<file path="config.mk">
export PLATFORM = sky130hd
export DESIGN_NAME = mux_scan_ctrl
export DESIGN_NICKNAME = d
export VERILOG_FILES = /design/src/rtl/mux_scan_ctrl_pkg.sv /design/src/rtl/mux_scan_ctrl_settle_timer.sv /design/src/rtl/mux_scan_ctrl.sv
export SDC_FILE = /design/constraint.sdc
export NUM_CORES = 1
export LEC_CHECK = 0
export ABC_AREA = 1
export CORE_ASPECT_RATIO = 0.75
export CORE_MARGIN = 8
export CORE_UTILIZATION = 50
export CTS_CLUSTER_SIZE = 30
export DETAILED_ROUTE_END_ITERATION = 10
export PLACE_DENSITY = 0.76
export RECOVER_POWER = 25
export SYNTH_ARGS = -nofsm -noshare
export SYNTH_HDL_FRONTEND = slang
export SYNTH_HIERARCHICAL = 1
export SYNTH_SLANG_ARGS = --single-unit
export TNS_END_PERCENT = 1
</file>
<file path="constraint.sdc">
create_clock -name clk -period 2.85 [get_ports clk]
set_input_delay 0.285 -clock clk [delete_from_list [all_inputs] [get_ports clk]]
set_output_delay 0.285 -clock clk [all_outputs]
set_load 0.03 [all_outputs]
</file>
<file path="src/rtl/mux_scan_ctrl_pkg.sv">
// rtl/mux_scan_ctrl_pkg.sv - shared state encodings and widths for the mux scan sequencer
package mux_scan_ctrl_pkg;

  localparam logic [1:0] S_IDLE = 2'd0;
  localparam logic [1:0] S_SCAN = 2'd1;
  localparam logic [1:0] S_DONE = 2'd2;

  localparam int CH_W    = 2;
  localparam int FRAME_W = 4;
  localparam int CNT_W   = 8;

endpackage

</file>
<file path="src/rtl/mux_scan_ctrl_settle_timer.sv">
// rtl/mux_scan_ctrl_settle_timer.sv - per-channel settle counter, ticks on the last settle cycle
module mux_scan_ctrl_settle_timer
  import mux_scan_ctrl_pkg::*;
#(
  parameter int unsigned SETTLE = 1
) (
  input  logic clk,
  input  logic rst,
  input  logic clear,
  input  logic enable,
  output logic tick
);

  localparam logic [CNT_W-1:0] LAST = CNT_W'(SETTLE - 1);

  logic [CNT_W-1:0] cnt_q, cnt_d;

  assign tick = (cnt_q == LAST);

  // Reload to zero on the tick so the next channel gets a full settle window
  always_comb begin
    cnt_d = cnt_q;
    if (clear) begin
      cnt_d = '0;
    end else if (enable) begin
      cnt_d = tick ? '0 : cnt_q + 1'b1;
    end
  end

  always_ff @(posedge clk) begin
    if (rst) begin
      cnt_q <= '0;
    end else begin
      cnt_q <= cnt_d;
    end
  end

endmodule

</file>
<file path="src/rtl/mux_scan_ctrl.sv">
// rtl/mux_scan_ctrl.sv - select-side sequencer for a 4:1 mux, packing four samples into a frame
module mux_scan_ctrl
  import mux_scan_ctrl_pkg::*;
#(
  parameter int unsigned SETTLE     = 1,
  parameter bit          CONTINUOUS = 1'b0
) (
  input  logic               clk,
  input  logic               rst,
  input  logic               start,
  input  logic               mux_out,
  output logic               sel1,
  output logic               sel0,
  output logic               busy,
  output logic [FRAME_W-1:0] frame,
  output logic               frame_valid,
  input  logic               frame_ready,
  output logic [CNT_W-1:0]   frame_cnt
);

  logic [1:0]         state_q, state_d;
  logic [CH_W-1:0]    ch_q, ch_d;
  logic [CH_W-1:0]    sel_q, sel_d;
  logic [FRAME_W-2:0] shadow_q, shadow_d;
  logic [FRAME_W-1:0] frame_q, frame_d;
  logic               valid_q, valid_d;
  logic               busy_q, busy_d;
  logic [CNT_W-1:0]   frame_cnt_q, frame_cnt_d;
  logic               tick;
  logic               timer_en;
  logic               timer_clr;

  assign timer_en  = (state_q == S_SCAN);
  assign timer_clr = ~timer_en;

  mux_scan_ctrl_settle_timer #(
    .SETTLE(SETTLE)
  ) u_timer (
    .clk   (clk),
    .rst   (rst),
    .clear (timer_clr),
    .enable(timer_en),
    .tick  (tick)
  );

  always_comb begin
    state_d     = state_q;
    ch_d        = ch_q;
    shadow_d    = shadow_q;
    frame_d     = frame_q;
    valid_d     = valid_q;
    frame_cnt_d = frame_cnt_q;
    case (state_q)
      S_IDLE: begin
        valid_d = 1'b0;
        if (start) begin
          state_d = S_SCAN;
          ch_d    = '0;
        end
      end
      S_SCAN: begin
        if (tick) begin
          case (ch_q)
            2'd0: shadow_d[0] = mux_out;
            2'd1: shadow_d[1] = mux_out;
            2'd2: shadow_d[2] = mux_out;
            default: begin
              frame_d = {mux_out, shadow_q};
              valid_d = 1'b1;
              state_d = S_DONE;
            end
          endcase
          // Channel 3 wraps back to 0 for the next scan
          ch_d = ch_q + 1'b1;
        end
      end
      S_DONE: begin
        if (frame_ready) begin
          valid_d     = 1'b0;
          frame_cnt_d = frame_cnt_q + 1'b1;
          ch_d        = '0;
          state_d     = CONTINUOUS ? S_SCAN : S_IDLE;
        end
      end
      default: begin
        state_d = S_IDLE;
        ch_d    = '0;
        valid_d = 1'b0;
      end
    endcase
    // Outputs are derived from next state so they leave the flops already aligned
    busy_d = (state_d == S_SCAN) || (state_d == S_DONE);
    sel_d  = (state_d == S_SCAN) ? ch_d : '0;
  end

  always_ff @(posedge clk) begin
    if (rst) begin
      state_q     <= S_IDLE;
      ch_q        <= '0;
      sel_q       <= '0;
      shadow_q    <= '0;
      frame_q     <= '0;
      valid_q     <= 1'b0;
      busy_q      <= 1'b0;
      frame_cnt_q <= '0;
    end else begin
      state_q     <= state_d;
      ch_q        <= ch_d;
      sel_q       <= sel_d;
      shadow_q    <= shadow_d;
      frame_q     <= frame_d;
      valid_q     <= valid_d;
      busy_q      <= busy_d;
      frame_cnt_q <= frame_cnt_d;
    end
  end

  assign sel1        = sel_q[1];
  assign sel0        = sel_q[0];
  assign busy        = busy_q;
  assign frame       = frame_q;
  assign frame_valid = valid_q;
  assign frame_cnt   = frame_cnt_q;

endmodule

</file>
==> flow_summary.json, run 1 <==
{
  "status": "complete, no violations",
  "die_area_um2": 5110,
  "numClockSinks": 31,
  "slew_viol_final": 0,
  "skew_ps": 4.06,
  "endpoint_kind": "flop",
  "rr_startpoint": "u_timer/cnt_q[0]$_SDFFE_PP0P_",
  "path_max_fanout": 7,
  "cap_violations": 0,
  "antenna_found_initial": 0,
  "hold_viol": 0,
  "clkTransAtPathRegs_ps": 60,
  "postCtsHoldBufs": 0,
  "setup_violations": 0,
  "p_switching_mw": 0.192,
  "viasPerCell": 4.69,
  "cp.arrival_ps": 2390,
  "period_share": 0.775,
  "vias": 1308,
  "wl_per_cell_um": 11.2,
  "pwr-share-comb": 0.084,
  "track_usage": 0.134,
  "num-nets-final": 255,
  "synth-seq-cells": 31,
  "ff2ff_path_depth": 12,
  "place.gp.congestion": 0.775,
  "rsz0062_at_grt": "false",
  "cts_root_buf": "clkbuf_8",
  "cts_resized": 0,
  "io_buffers": 20,
  "cts_buffers": 5,
  "grt_max_degree": 15,
  "required_ps": 3030,
  "clock_power_share": 0.371,
  "tightest_slew_ps": 506,
  "num_io_pins": 21,
  "final_common_cell": "nand2_1",
  "htreeDepth": 2,
  "seq_area_frac_synth": 0.405,
  "r2r_end": "sel_q[1]$_SDFF_PP0_",
  "cts_setup_buffers": 0,
  "hp-class": "flop to flop",
  "avgSynthCellArea_um2": 7.06,
  "num_rows": 17,
  "crit_type": "flop to flop",
  "die_y_um": 64.0,
  "fin_setup_tns_ps": 0,
  "p_seq_frac": 0.544,
  "p_sw_frac": 0.234,
  "p_per_area_nw_per_um2": 448,
  "cts_tree": "done",
  "power.total_mw": 0.820,
  "fmax_mhz": 453,
  "min_period_ps": 2210,
  "synth_fp_nets": 230,
  "syn-cell-area_um2": 1530,
  "relSlewSlack": 0.660,
  "drc": 0,
  "routed_wl_mm": 3.12,
  "core_um2": 2940,
  "clockBufferDepth": 2,
  "fill_cells": 286,
  "drt.antenna.violating_nets": 0,
  "mostFrequentLayoutCells": "55 x nand2_1, 34 x nor2_1, 31 x inv_1, 31 x dfxtp_1, 19 x nand3_1",
  "postLayoutCoreUtil": 0.624,
  "synth.distinct_cells": 22,
  "timing.critical_path.from": "u_timer/cnt_q[0]$_SDFFE_PP0P_",
  "crit_path_end": "sel_q[1]$_SDFF_PP0_",
  "r2r_setup_slack_ps": 640,
  "antenna_cells": 0,
  "clock_latency_ps": 280,
  "drive_gt1_frac": 0.0622,
  "yosysWarningCount": 6,
  "initial_core_util": 0.522,
  "critPathLaunchType": "flop",
  "area_growth_pct": 19.4,
  "peakVddDrop_uv": 354,
  "p_int_mw": 0.628,
  "first_pass_iters": 4,
  "grt_pass1_wl_mm": 5.41,
  "fp.dieW_um": 79.9,
  "dp_hpwl_mm": 2.38,
  "p_leak_nw": 0.793,
  "first_global_vias": 1161,
  "syn_inst": 217,
  "drt-initial-drc-count": 112,
  "globalRouteOverflowTotal": 0,
  "hold-worst-slack_ps": 475
}
## Yosys cell counts
| cell | instances | share of area |
|---|---|---|
| nand3_1 | 19 | 0.062 |
| xor2_1 | 2 | 0.011 |
| xnor2_1 | 1 | 0.0057 |
| inv_1 | 30 | 0.073 |
| nand2_1 | 53 | 0.13 |
| buf_2 | 2 | 0.0065 |
| mux2i_1 | 1 | 0.0065 |
| dfxtp_1 | 31 | 0.40 |
| nand4_1 | 4 | 0.016 |
| nor2_8 | 1 | 0.013 |
| nor2_1 | 33 | 0.081 |
| o21ai_2 | 1 | 0.0057 |
| nand2_2 | 3 | 0.012 |
| a21oi_2 | 1 | 0.0057 |
| ha_1 | 8 | 0.065 |
| nor2_4 | 2 | 0.015 |
| inv_2 | 3 | 0.0073 |
| nand2_4 | 1 | 0.0073 |
| a21oi_1 | 12 | 0.039 |
| nor4_1 | 1 | 0.0041 |
| nor2_2 | 2 | 0.0082 |
| o21ai_0 | 6 | 0.020 |
## through the flow
stage	setup WS [ps]	std cells	cell area (um^2)
after floorplan	852	217	1530
after global placement	682	273	1770
after detailed placement	645	273	1770
after CTS	641	279	1840
after global routing	344	279	1830
final	640	279	1830
## kinds of logic after synthesis
logic type | Yosys count | synth area share
simple gates | 119 | 0.349
buf+inv | 35 | 0.0873
flops | 31 | 0.405
compound gates | 20 | 0.0702
fa+ha+maj | 8 | 0.0653
xor+xnor | 3 | 0.0171
mux | 1 | 0.00653
## per-layer routing
metal  vias up  routed length (um)  GRT usage
met3         7                 140     0.0461
li1        724                   -          -
met1       555                1800      0.195
met2        22                1120      0.163
met5         -                   0          0
met4         0                  63     0.0747
## flip-flops by register name, indices dropped and copies added (netlist names)
name and flops:
sel_q 2, frame_cnt 8, frame_valid 1, shadow_q 3, u_timer/cnt_q 8, busy 1, frame 4, ch_q 2
state_q 2
## worst min-delay path by stage
stage,start,slack (ps),depth (start not counted),endpoint
after floorplan,shadow_q[0]$_SDFFE_PP0P_,440,2,shadow_q[0]$_SDFFE_PP0P_
after global placement,shadow_q[2]$_SDFFE_PP0P_,450,2,shadow_q[2]$_SDFFE_PP0P_
after detailed placement,shadow_q[2]$_SDFFE_PP0P_,460,2,shadow_q[2]$_SDFFE_PP0P_
after CTS,shadow_q[2]$_SDFFE_PP0P_,470,2,shadow_q[2]$_SDFFE_PP0P_
after global routing,shadow_q[1]$_SDFFE_PP0P_,520,2,shadow_q[1]$_SDFFE_PP0P_
final,shadow_q[2]$_SDFFE_PP0P_,480,2,shadow_q[2]$_SDFFE_PP0P_
## critical path, cell delays in order, from the launching register on
cell and delay [ps]:
dfxtp_1 340, inv_1 70, ha_1 130, inv_1 40, nor4_1 480, inv_1 260, nor2_8 200, nand2_4 80
inv_2 100, a21oi_2 50, ha_1 210, nand3_1 90, inv_1 40
## power groups by stage
| stage | Sequential, mW | Clock, mW | Combinational [mW] |
|---|---|---|---|
| 6_report | 0.446 | 0.304 | 0.0692 |
| 5_1_grt | 0.447 | 0.336 | 0.0777 |
| 4_1_cts | 0.447 | 0.318 | 0.0705 |
| 3_5_place_dp | 0.456 | 0 | 0.0703 |
| 3_3_place_gp | 0.456 | 0 | 0.0696 |
| 2_1_floorplan | 0.459 | 0 | 0.0454 |
## cell type report
cell class / instances / area [um^2] / area share
sequential: 31 / 621 / 0.339
timing repair buffer: 20 / 200 / 0.109
inverter: 33 / 124 / 0.0677
multi-input combinational: 151 / 766 / 0.418
tap: 38 / 47.5 / 0.0260
clock buffer: 6 / 72.6 / 0.0396
Power figures use the tool's default switching activity.
==> run 2: changes to the inputs <==
==> constraint.sdc (replaced) <==
create_clock -name clk -period 2.3 [get_ports clk]
set_input_delay 0.23 -clock clk [delete_from_list [all_inputs] [get_ports clk]]
set_output_delay 0.23 -clock clk [all_outputs]
set_load 0.03 [all_outputs]
==> run 2 against run 1 <==
  * Total power increased by 24%
  * Final cell count increased by 0.72%
  * Worst hold slack worse by 16 ps
  * Clock skew shrank 0.80 ps
  * Register-to-register slack got worse by 380 ps
  * Non-clock buffer count is 2 higher
  * Sequential power is 24% higher
  * Clock power up 23%
  * Largest cell class unchanged
  * Largest power group unchanged
==> flow_summary.json, run 2 (same netlist as run 1, synthesis figures left out) <==
{
  "numClockSinks": 31,
  "drive_gt1_frac": 0.0700,
  "antenna_cells": 0,
  "area_growth_pct": 20.7,
  "status": "complete, no violations",
  "p_per_area_nw_per_um2": 549,
  "pwr-share-comb": 0.088,
  "p_switching_mw": 0.235,
  "cts_tree": "done",
  "clock_latency_ps": 270,
  "whs_path_depth": 2,
  "cts_setup_buffers": 0,
  "endpoint_kind": "flop",
  "place.gp.congestion": 0.755,
  "fp.dieW_um": 79.9,
  "postCtsHoldBufs": 0,
  "placed_cells": 275,
  "ff2ff_path_depth": 13,
  "routed_wl_mm": 3.16,
  "globalRouteOverflowTotal": 0,
  "cp.arrival_ps": 2200,
  "fin_setup_tns_ps": 0,
  "cts_buffers": 5,
  "min_period_ps": 2040,
  "required_ps": 2470,
  "clkTransAtPathRegs_ps": 60,
  "fin_area_um2": 1850,
  "die_y_um": 64.0,
  "num_io_pins": 21,
  "drc": 0,
  "htreeDepth": 2,
  "rsz0062_at_grt": "false",
  "period_share": 0.885,
  "initial_core_util": 0.522,
  "cap_violations": 0,
  "drt-initial-drc-count": 85,
  "fmax_mhz": 491,
  "first_pass_iters": 4,
  "p_leak_nw": 0.802,
  "viasPerCell": 4.77,
  "p_seq_frac": 0.545,
  "final_common_cell": "nand2_1",
  "path_max_fanout": 7,
  "core_um2": 2940,
  "tightest_slew_ps": 404,
  "relSlewSlack": 0.730,
  "antenna_found_initial": 0,
  "grt_pass1_wl_mm": 5.44,
  "die_area_um2": 5110,
  "crit_type": "flop to flop",
  "first_global_vias": 1175,
  "fill_cells": 275,
  "peakVddDrop_uv": 465,
  "drt.antenna.violating_nets": 0,
  "vias": 1340,
  "grt_max_degree": 15,
  "skew_ps": 3.26,
  "stdcell_count": 281,
  "r2r_setup_slack_ps": 260,
  "clockBufferDepth": 2,
  "clock_power_share": 0.367,
  "critPathLaunchType": "flop",
  "num-nets-final": 257,
  "io_buffers": 20,
  "slew_viol_final": 0,
  "dp_hpwl_mm": 2.47,
  "track_usage": 0.133,
  "r2r_end": "sel_q[1]$_SDFF_PP0_",
  "num_rows": 17,
  "hold_viol": 0,
  "mostFrequentLayoutCells": "55 x nand2_1, 34 x nor2_1, 31 x inv_1, 31 x dfxtp_1, 19 x nand3_1",
  "cts_resized": 0,
  "p_sw_frac": 0.232,
  "min-delay-start": "shadow_q[2]$_SDFFE_PP0P_",
  "cts_root_buf": "clkbuf_8",
  "min_to": "shadow_q[2]$_SDFFE_PP0P_",
  "rr_startpoint": "u_timer/cnt_q[1]$_SDFFE_PP0P_",
  "p_int_mw": 0.780,
  "wl_per_cell_um": 11.2,
  "hp-class": "flop to flop",
  "dpl_cell_area_um2": 1790,
  "setup_violations": 0
}
## run 2: worst max path at each step
stage,from,cells after the start,endpoint,slack [ps]
global placement,u_timer/cnt_q[0]$_SDFFE_PP0P_,13,sel_q[1]$_SDFF_PP0_,360
global route,u_timer/cnt_q[0]$_SDFFE_PP0P_,13,sel_q[1]$_SDFF_PP0_,130
floorplan,u_timer/cnt_q[0]$_SDFFE_PP0P_,11,busy$_SDFF_PP0_,300
detailed placement,u_timer/cnt_q[0]$_SDFFE_PP0P_,13,sel_q[1]$_SDFF_PP0_,300
finish,u_timer/cnt_q[1]$_SDFFE_PP0P_,13,sel_q[1]$_SDFF_PP0_,260
CTS,u_timer/cnt_q[0]$_SDFFE_PP0P_,13,sel_q[1]$_SDFF_PP0_,260
## run 2: critical path: stages, from the launching register on
cell and delay (ps):
dfxtp_1 340, inv_1 80, ha_1 160, inv_1 50, nor4_1 260, buf_4 170, inv_1 110, nor2_8 180
nand2_4 80, inv_2 100, a21oi_2 50, ha_1 210, nand3_1 90, inv_1 50
## run 2: cell type report
type | instances | area, um^2 | share of cell area
sequential | 31 | 621 | 0.335
inverter | 33 | 124 | 0.0669
timing repair buffer | 22 | 215 | 0.116
clock buffer | 6 | 72.6 | 0.0392
multi-input combinational | 151 | 771 | 0.416
tap | 38 | 47.5 | 0.0257
## run 2: power by group through the flow
| stage | Sequential [mW] | Clock [mW] | Combinational, mW |
|---|---|---|---|
| 6_report | 0.553 | 0.373 | 0.0893 |
| 2_1_floorplan | 0.569 | 0 | 0.0562 |
| 3_5_place_dp | 0.565 | 0 | 0.0909 |
| 5_1_grt | 0.554 | 0.420 | 0.100 |
| 3_3_place_gp | 0.565 | 0 | 0.0888 |
| 4_1_cts | 0.553 | 0.386 | 0.0914 |
## run 2: metal layers
metal / track usage / part of all wire / vias to the layer above
met5: 0 / 0 / -
met4: 0.0385 / 0.0025 / 0
met3: 0.0545 / 0.067 / 2
met2: 0.174 / 0.39 / 30
met1: 0.190 / 0.54 / 574
li1: - / - / 734
## run 2: stage by stage
step | util | hold WS, ps | setup slack (ps) | total power [mW]
2_1_floorplan | - | 393 | 302 | 0.625
4_1_cts | 0.633 | 460 | 261 | 1.03
3_3_place_gp | 0.608 | 449 | 364 | 0.653
5_1_grt | 0.630 | 488 | 132 | 1.07
3_5_place_dp | 0.608 | 451 | 296 | 0.656
6_report | 0.630 | 459 | 264 | 1.02
==> run 3: changes to the inputs <==
--- a/config.mk
+++ b/config.mk
@@ -6,12 +6,13 @@
 export NUM_CORES = 1
 export LEC_CHECK = 0
 export ABC_AREA = 1
+export CAP_MARGIN = 25
 export CORE_ASPECT_RATIO = 0.75
 export CORE_MARGIN = 8
-export CORE_UTILIZATION = 50
+export CORE_UTILIZATION = 53
 export CTS_CLUSTER_SIZE = 30
 export DETAILED_ROUTE_END_ITERATION = 10
-export PLACE_DENSITY = 0.76
+export PLACE_DENSITY = 0.8
 export RECOVER_POWER = 25
 export SYNTH_ARGS = -nofsm -noshare
 export SYNTH_HDL_FRONTEND = slang
==> run 3 against run 2 <==
  * Worst hold slack better by 15 ps
  * Maximum frequency shrank 1.2%
  * Total power rose by 3.2%
  * Largest cell class unchanged
  * Critical endpoint unchanged
  * Sequential share of layout area is 0.18 points lower
  * Sequential cell count stayed put
  * Clock skew rose by 3.0 ps
  * Sequential power barely moved
  * Non-clock buffer count unchanged
  * Wire length shrank 3.5%
==> flow_summary.json, run 3 (same netlist as run 1, synthesis figures left out) <==
{
  "fin_area_um2": 1860,
  "track_usage": 0.134,
  "fmax_mhz": 485,
  "p_leak_nw": 0.809,
  "min_period_ps": 2060,
  "area_growth_pct": 21.4,
  "slew_viol_final": 0,
  "die_y_um": 62.6,
  "wl_per_cell_um": 10.8,
  "status": "complete, no violations",
  "globalRouteOverflowTotal": 0,
  "die_area_um2": 4890,
  "fin_setup_tns_ps": 0,
  "cts_resized": 0,
  "antenna_cells": 0,
  "drt-initial-drc-count": 96,
  "setup_violations": 0,
  "skew_ps": 6.22,
  "dpl_cell_area_um2": 1790,
  "io_buffers": 20,
  "final_common_cell": "nand2_1",
  "hold-worst-slack_ps": 475,
  "fp.dieW_um": 78.1,
  "tightest_slew_ps": 448,
  "vias": 1340,
  "rsz0062_at_grt": "false",
  "core_um2": 2850,
  "grt_max_degree": 15,
  "routed_wl_mm": 3.05,
  "drt.antenna.violating_nets": 0,
  "hold_viol": 0,
  "clkTransAtPathRegs_ps": 70,
  "num-nets-final": 257,
  "mostFrequentLayoutCells": "55 x nand2_1, 33 x nor2_1, 31 x inv_1, 31 x dfxtp_1, 19 x nand3_1",
  "num_rows": 17,
  "fill_cells": 247,
  "timing.critical_path.from": "u_timer/cnt_q[0]$_SDFFE_PP0P_",
  "first_pass_iters": 4,
  "dp_hpwl_mm": 2.35,
  "antenna_found_initial": 0,
  "period_share": 0.896,
  "cts_tree": "done",
  "num_io_pins": 21,
  "p_per_area_nw_per_um2": 563,
  "cts_buffers": 5,
  "postLayoutCoreUtil": 0.653,
  "path_max_fanout": 7,
  "crit_type": "flop to flop",
  "place.gp.congestion": 0.800,
  "viasPerCell": 4.73,
  "htreeDepth": 2,
  "drc": 0,
  "first_global_vias": 1239,
  "initial_core_util": 0.538,
  "rr_startpoint": "u_timer/cnt_q[0]$_SDFFE_PP0P_",
  "grt_pass1_wl_mm": 5.31,
  "clockBufferDepth": 2,
  "cts_setup_buffers": 0,
  "required_ps": 2480,
  "endpoint_kind": "flop",
  "numClockSinks": 31,
  "critPathLaunchType": "flop",
  "drive_gt1_frac": 0.0816,
  "peakVddDrop_uv": 484,
  "min-delay-start": "shadow_q[2]$_SDFFE_PP0P_",
  "clock_latency_ps": 280,
  "postCtsHoldBufs": 0,
  "relSlewSlack": 0.701,
  "cap_violations": 0,
  "cp.arrival_ps": 2240,
  "hp-class": "flop to flop",
  "cts_root_buf": "clkbuf_8"
}
==> run 3: cell types whose count changed in the layout (fill, tap and decap cells not counted), sizes merged <==
cell	before	now
clkinv	0	3
buf	2	1
==> run 3: final cells by class <==
class	count	area [um^2]	share of cell area
Inverter	33	124	0.0666
Clock inverter	3	15.0	0.00807
Multi-Input combinational cell	151	773	0.416
Sequential cell	31	621	0.334
Clock buffer	5	68.8	0.0370
Tap cell	38	47.5	0.0256
Timing Repair Buffer	22	211	0.114
==> run 3: critical path, cell delays in order (launching register included) <==
cell and delay, ps:
dfxtp_1 350, inv_1 70, ha_1 130, inv_1 50, nor4_1 360, inv_1 210
nor2_8 200, nand2_4 80, inv_2 110, a21oi_2 50, ha_1 200, nand3_1 90
inv_1 40
==> run 3: power breakdown <==
part | leakage (nW) | switching (mW) | internal (mW) | total [mW]
logic | 0.511 | 0.0551 | 0.0325 | 0.0876
clock network | 0.0477 | 0.202 | 0.206 | 0.408
registers | 0.251 | 0.00674 | 0.545 | 0.552
total | 0.809 | 0.263 | 0.784 | 1.05
==> run 3: per-layer routing <==
layer  global-route usage  wire (um)  vias up  share of wire
met3               0.0503        244        6          0.080
met4               0.0829         48        0          0.016
met1                0.175       1560      568           0.51
li1                     -          -      729              -
met5                    0          0        -              0
met2                0.178       1200       37           0.39
==> run 3: final timing paths <==
check	endpoint	slack, ps	cells past startpoint
setup / recovery	sel_q[1]$_SDFF_PP0_	240	12
hold / removal	shadow_q[2]$_SDFFE_PP0P_	470	2
setup reg to reg	sel_q[1]$_SDFF_PP0_	240	12
hold reg to reg	shadow_q[2]$_SDFFE_PP0P_	470	2
==> run 3: metrics by stage <==
stage	instances	total power [mW]	setup WS, ps
finish	283	1.05	239
global route	283	1.09	28.7
floorplan	217	0.625	302
CTS	283	1.07	234
global placement	275	0.653	348
detailed placement	275	0.654	262
==> RTL change 1, RTL diff (settings of run 1) <==
Make the reset (`rst`) asynchronous in 2 clocked blocks.
--- a/src/rtl/mux_scan_ctrl_settle_timer.sv
+++ b/src/rtl/mux_scan_ctrl_settle_timer.sv
@@ -27,7 +27,7 @@
     end
   end
 
-  always_ff @(posedge clk) begin
+  always_ff @(posedge clk or posedge rst) begin
     if (rst) begin
       cnt_q <= '0;
     end else begin
--- a/src/rtl/mux_scan_ctrl.sv
+++ b/src/rtl/mux_scan_ctrl.sv
@@ -93,7 +93,7 @@
     sel_d  = (state_d == S_SCAN) ? ch_d : '0;
   end
 
-  always_ff @(posedge clk) begin
+  always_ff @(posedge clk or posedge rst) begin
     if (rst) begin
       state_q     <= S_IDLE;
       ch_q        <= '0;
Behaviour: differs if rst is asserted again (counterexample within 4 cycles, from zero or initial values and one cycle with rst high); with rst held inactive, the same outputs for 10 cycles.
==> RTL change 1 against run 1 <==
- design area is 7.7% higher
- wire length rose by 5.2%
- critical path depth decreased by 1
- sequential cell count unchanged
- via count rose by 2.8%
- largest cell class is now flip-flops and latches
- synthesized area grew 5.8%
- worst setup slack better by 310 ps
- first-iteration DRC count up 22%
- utilization down 0.70 points
Power is not compared: it rests on default switching activity, and its combinational part moved more than twofold at a synthesized area within 25%.
==> RTL change 1: results (changes against run 1) <==
| Metric | Value |
|---|---|
| Worst slew pin tran | `855 ps (+350 ps)` |
| Total GRT Usage | `13.4% (about the same)` |
| Post-Place Worst Slack | `951 ps (+306 ps)` |
| Met1 Usage GRT | `19.8% (+0.22 points)` |
| Worst Path Max Fanout | `8 (+1)` |
| Placement Cell Area | `0.00188 sq mm (+6.1%)` |
| Filler cells | `271 (-5.2%)` |
| Grt met3 use | `4.09% (-0.52 points)` |
| Met2 Use GR | `17.3% (+0.99 points)` |
| Met2 WL | `1280 um (+14%)` |
| Class of the worst hold path | `primary input to asynchronous set/reset pin` |
| Status | `finished clean` |
| Via density | `4.79 (+2.1%)` |
| Synth cell count leaders | `nand2_1, inv_1, dfrtp_1` |
| Fraction of layout cells with a size suffix above 1 | `4.98% (-1.2 points)` |
| Synth async-reset ratio | `100% (+100 points)` |
| Net Count, Synth | `225 (-2.2%)` |
| CP max-delay cell | `dfrtp_1` |
| First-pass GRT wire length | `5580 um (+3.1%)` |
| Synth unique cells | `15 (-32%)` |
| Synth area leaders | `dfrtp_1, nand2_1, inv_1` |
| Drt initial violations | `137 (+22%)` |
| Met3 WL | `183 um (+31%)` |
| Number of nets in the layout | `253 (-0.78%)` |
| Vias in the first global route | `1184 (+2.0%)` |
| Worst Path Arrival | `2080 ps (-310 ps)` |
==> RTL change 1: cells by family (layout without fill, tap and decap cells) <==
logic type	count (synthesis)	after routing	share of synthesized area, %
buffers and inverters	35	64	8.10
adder cells (fa/ha/maj)	8	8	6.17
AO/OA/AOI/OAI	11	11	3.39
flip-flops	31	31	47.8
XOR/XNOR	5	5	2.70
AND/OR/NAND/NOR	122	122	31.8
==> RTL change 1: path summary, 6_finish.rpt <==
check / startpoint / endpoint / slack [ps] / cells after the start
max: u_timer/cnt_q[0] / busy / 950 / 11
min: rst / u_timer/cnt_q[6] / 420 / 2
max reg2reg: u_timer/cnt_q[0] / busy / 950 / 11
min reg2reg: shadow_q[1] / frame[1] / 480 / 2
max in group asynchronous: rst / state_q[1] / 1670 / 2
min in group clk: shadow_q[1] / frame[1] / 480 / 2
==> RTL change 1: layout make-up <==
| type | instances | area, sq um | area share, % |
|---|---|---|---|
| clock buffer | 8 | 100 | 5.08 |
| tap | 40 | 50.0 | 2.54 |
| inverter | 35 | 131 | 6.66 |
| timing repair buffer | 21 | 208 | 10.5 |
| multi-input combinational | 146 | 707 | 35.9 |
| sequential | 31 | 776 | 39.3 |
==> RTL change 1: power breakdown <==
| part | total, mW | switching (mW) | leakage, nW | internal [mW] |
|---|---|---|---|---|
| combinational | 0.666 | 0.424 | 0.577 | 0.242 |
| clock | 0.372 | 0.152 | 0.0515 | 0.220 |
| sequential | 0.632 | 0.0801 | 0.409 | 0.552 |
==> RTL change 1: stage by stage <==
step                power (mW)  util, %
floorplan                 1.06        -
global placement          1.30     58.8
detailed placement        1.30     58.8
CTS                       1.68     61.9
global route              1.79     61.7
finish                    1.67     61.7
==> RTL change 2, RTL diff (config.mk and constraints of run 1) <==
Made on the original files. Set the package constant `FRAME_W` to 6 (it was 4).
--- a/src/rtl/mux_scan_ctrl_pkg.sv
+++ b/src/rtl/mux_scan_ctrl_pkg.sv
@@ -6,7 +6,7 @@
   localparam logic [1:0] S_DONE = 2'd2;
 
   localparam int CH_W    = 2;
-  localparam int FRAME_W = 4;
+  localparam int FRAME_W = 6;
   localparam int CNT_W   = 8;
 
 endpackage
Interface: changed (resized frame); port bits go from 21 to 23. The function was not compared with the original's and may differ.
==> RTL change 2 against run 1 <==
- synthesized area down 2.3%
- worst hold slack worse by 6.6 ps
- critical path depth is 1 lower
- wire length up 1.7%
- sequential share of layout area is 0.35 points higher
- total power increased by 4.7%
- sequential power barely moved
- design area shrank 1.0%
- sequential cell count is the same
- worst setup slack got worse by 61 ps
- critical path type unchanged
- critical endpoint is now busy
==> RTL change 2: results (changes against run 1) <==
| Metric | Value |
|---|---|
| Status | `finished clean` |
| First-pass GRT wire length | `5420 um (+0.13%)` |
| Post-placement cell count | `265 (-2.9%)` |
| Grt met3 use | `4.53% (-0.076 points)` |
| Met2 WL | `1350 um (+21%)` |
| Post-DP HPWL | `2390 um (+0.37%)` |
| Drt total wl | `3170 um (+1.7%)` |
| Met2 Use GR | `18.9% (+2.6 points)` |
| Max Used Layer | `met4` |
| Routed met1 length | `1550 um (-14%)` |
| Initial antenna violation count | `0 (unchanged)` |
| Placement Cell Area | `0.00172 sq mm (-2.6%)` |
| Clock skew | `5.61 ps (+1.56 ps)` |
| Met1 Usage GRT | `17.7% (-1.9 points)` |
| Port buffer count | `20 (unchanged)` |
| Number of nets in the layout | `247 (-3.1%)` |
| Max_slew headroom | `53.2% (-13 points)` |
| Met3 WL | `230 um (+64%)` |
| Fraction of layout cells with a size suffix above 1 | `6.84% (+0.61 points)` |
| Synth cell count leaders | `nand2_1, nor2_1, dfxtp_1` |
| Non-Filler Instances | `272 (-2.5%)` |
| Worst vdd ir | `380 uV (+7.3%)` |
| Vias in the first global route | `1221 (+5.2%)` |
| Avg Inst Size Synth | `7.13 sq um (+0.97%)` |
| Sequential share of the synthesized area | `41.4% (+0.95 points)` |
| Drt initial violations | `105 (-6.3%)` |
| Synth area leaders | `dfxtp_1, nand2_1, nor2_1` |
| Worst path max stage delay | `510 ps (+30 ps)` |
| Worst Path Arrival | `2480 ps (+90 ps)` |
[RTL change 2: changes by cell type after synthesis, sizes merged, moves of 2 or more]
cell,delta
buf,+2
nand4,-3
nand2,-6
inv,-6
nand3,+3
[RTL change 2: power by group]
part | switching [mW] | internal (mW) | leakage [nW] | total (mW)
clock network | 0.153 | 0.189 | 0.0470 | 0.342
registers | 0.00550 | 0.440 | 0.251 | 0.446
logic | 0.0468 | 0.0237 | 0.474 | 0.0705
total | 0.206 | 0.653 | 0.771 | 0.859
[RTL change 2: cell families (layout without fill, tap and decap cells)]
kind of cell               count (synthesis)  count (layout)  synth area share (%)
buffers and inverters                     31              54                  8.44
AOI/OAI and AO/OA                         20              20                  6.93
and+or+nand+nor                          114             114                  33.3
other                                      1               2                 0.250
xor gates and xnor gates                   4               4                  2.34
adders and majority gates                  8               8                  6.68
DFF                                       31              31                  41.4
muxes                                      1               1                 0.668
[RTL change 2: layout make-up]
class                      instances  area share (%)
timing repair buffer              20            11.0
clock buffer                       6            4.56
tap                               38            2.62
sequential                        31            34.3
inverter                          27            5.59
multi-input combinational        149            41.6
clock inverter                     1           0.276
[RTL change 2: stage by stage]
stage                     worst slack [ps]  utilization [%]
after detailed placement               574             59.6
after floorplan                        850                -
final                                  579             62.6
after CTS                              543             62.6
after global routing                   319             62.6
after global placement                 688             59.6
[RTL change 2: path summary, 6_finish.rpt]
| kind | from | end | slack [ps] | depth (start not counted) |
|---|---|---|---|---|
| worst max-delay path | u_timer/cnt_q[0] | busy | 580 | 11 |
| worst min-delay path | shadow_q[2] | shadow_q[2] | 470 | 2 |
| worst max register to register | u_timer/cnt_q[0] | busy | 580 | 11 |
| worst min register to register | shadow_q[2] | shadow_q[2] | 470 | 2 |
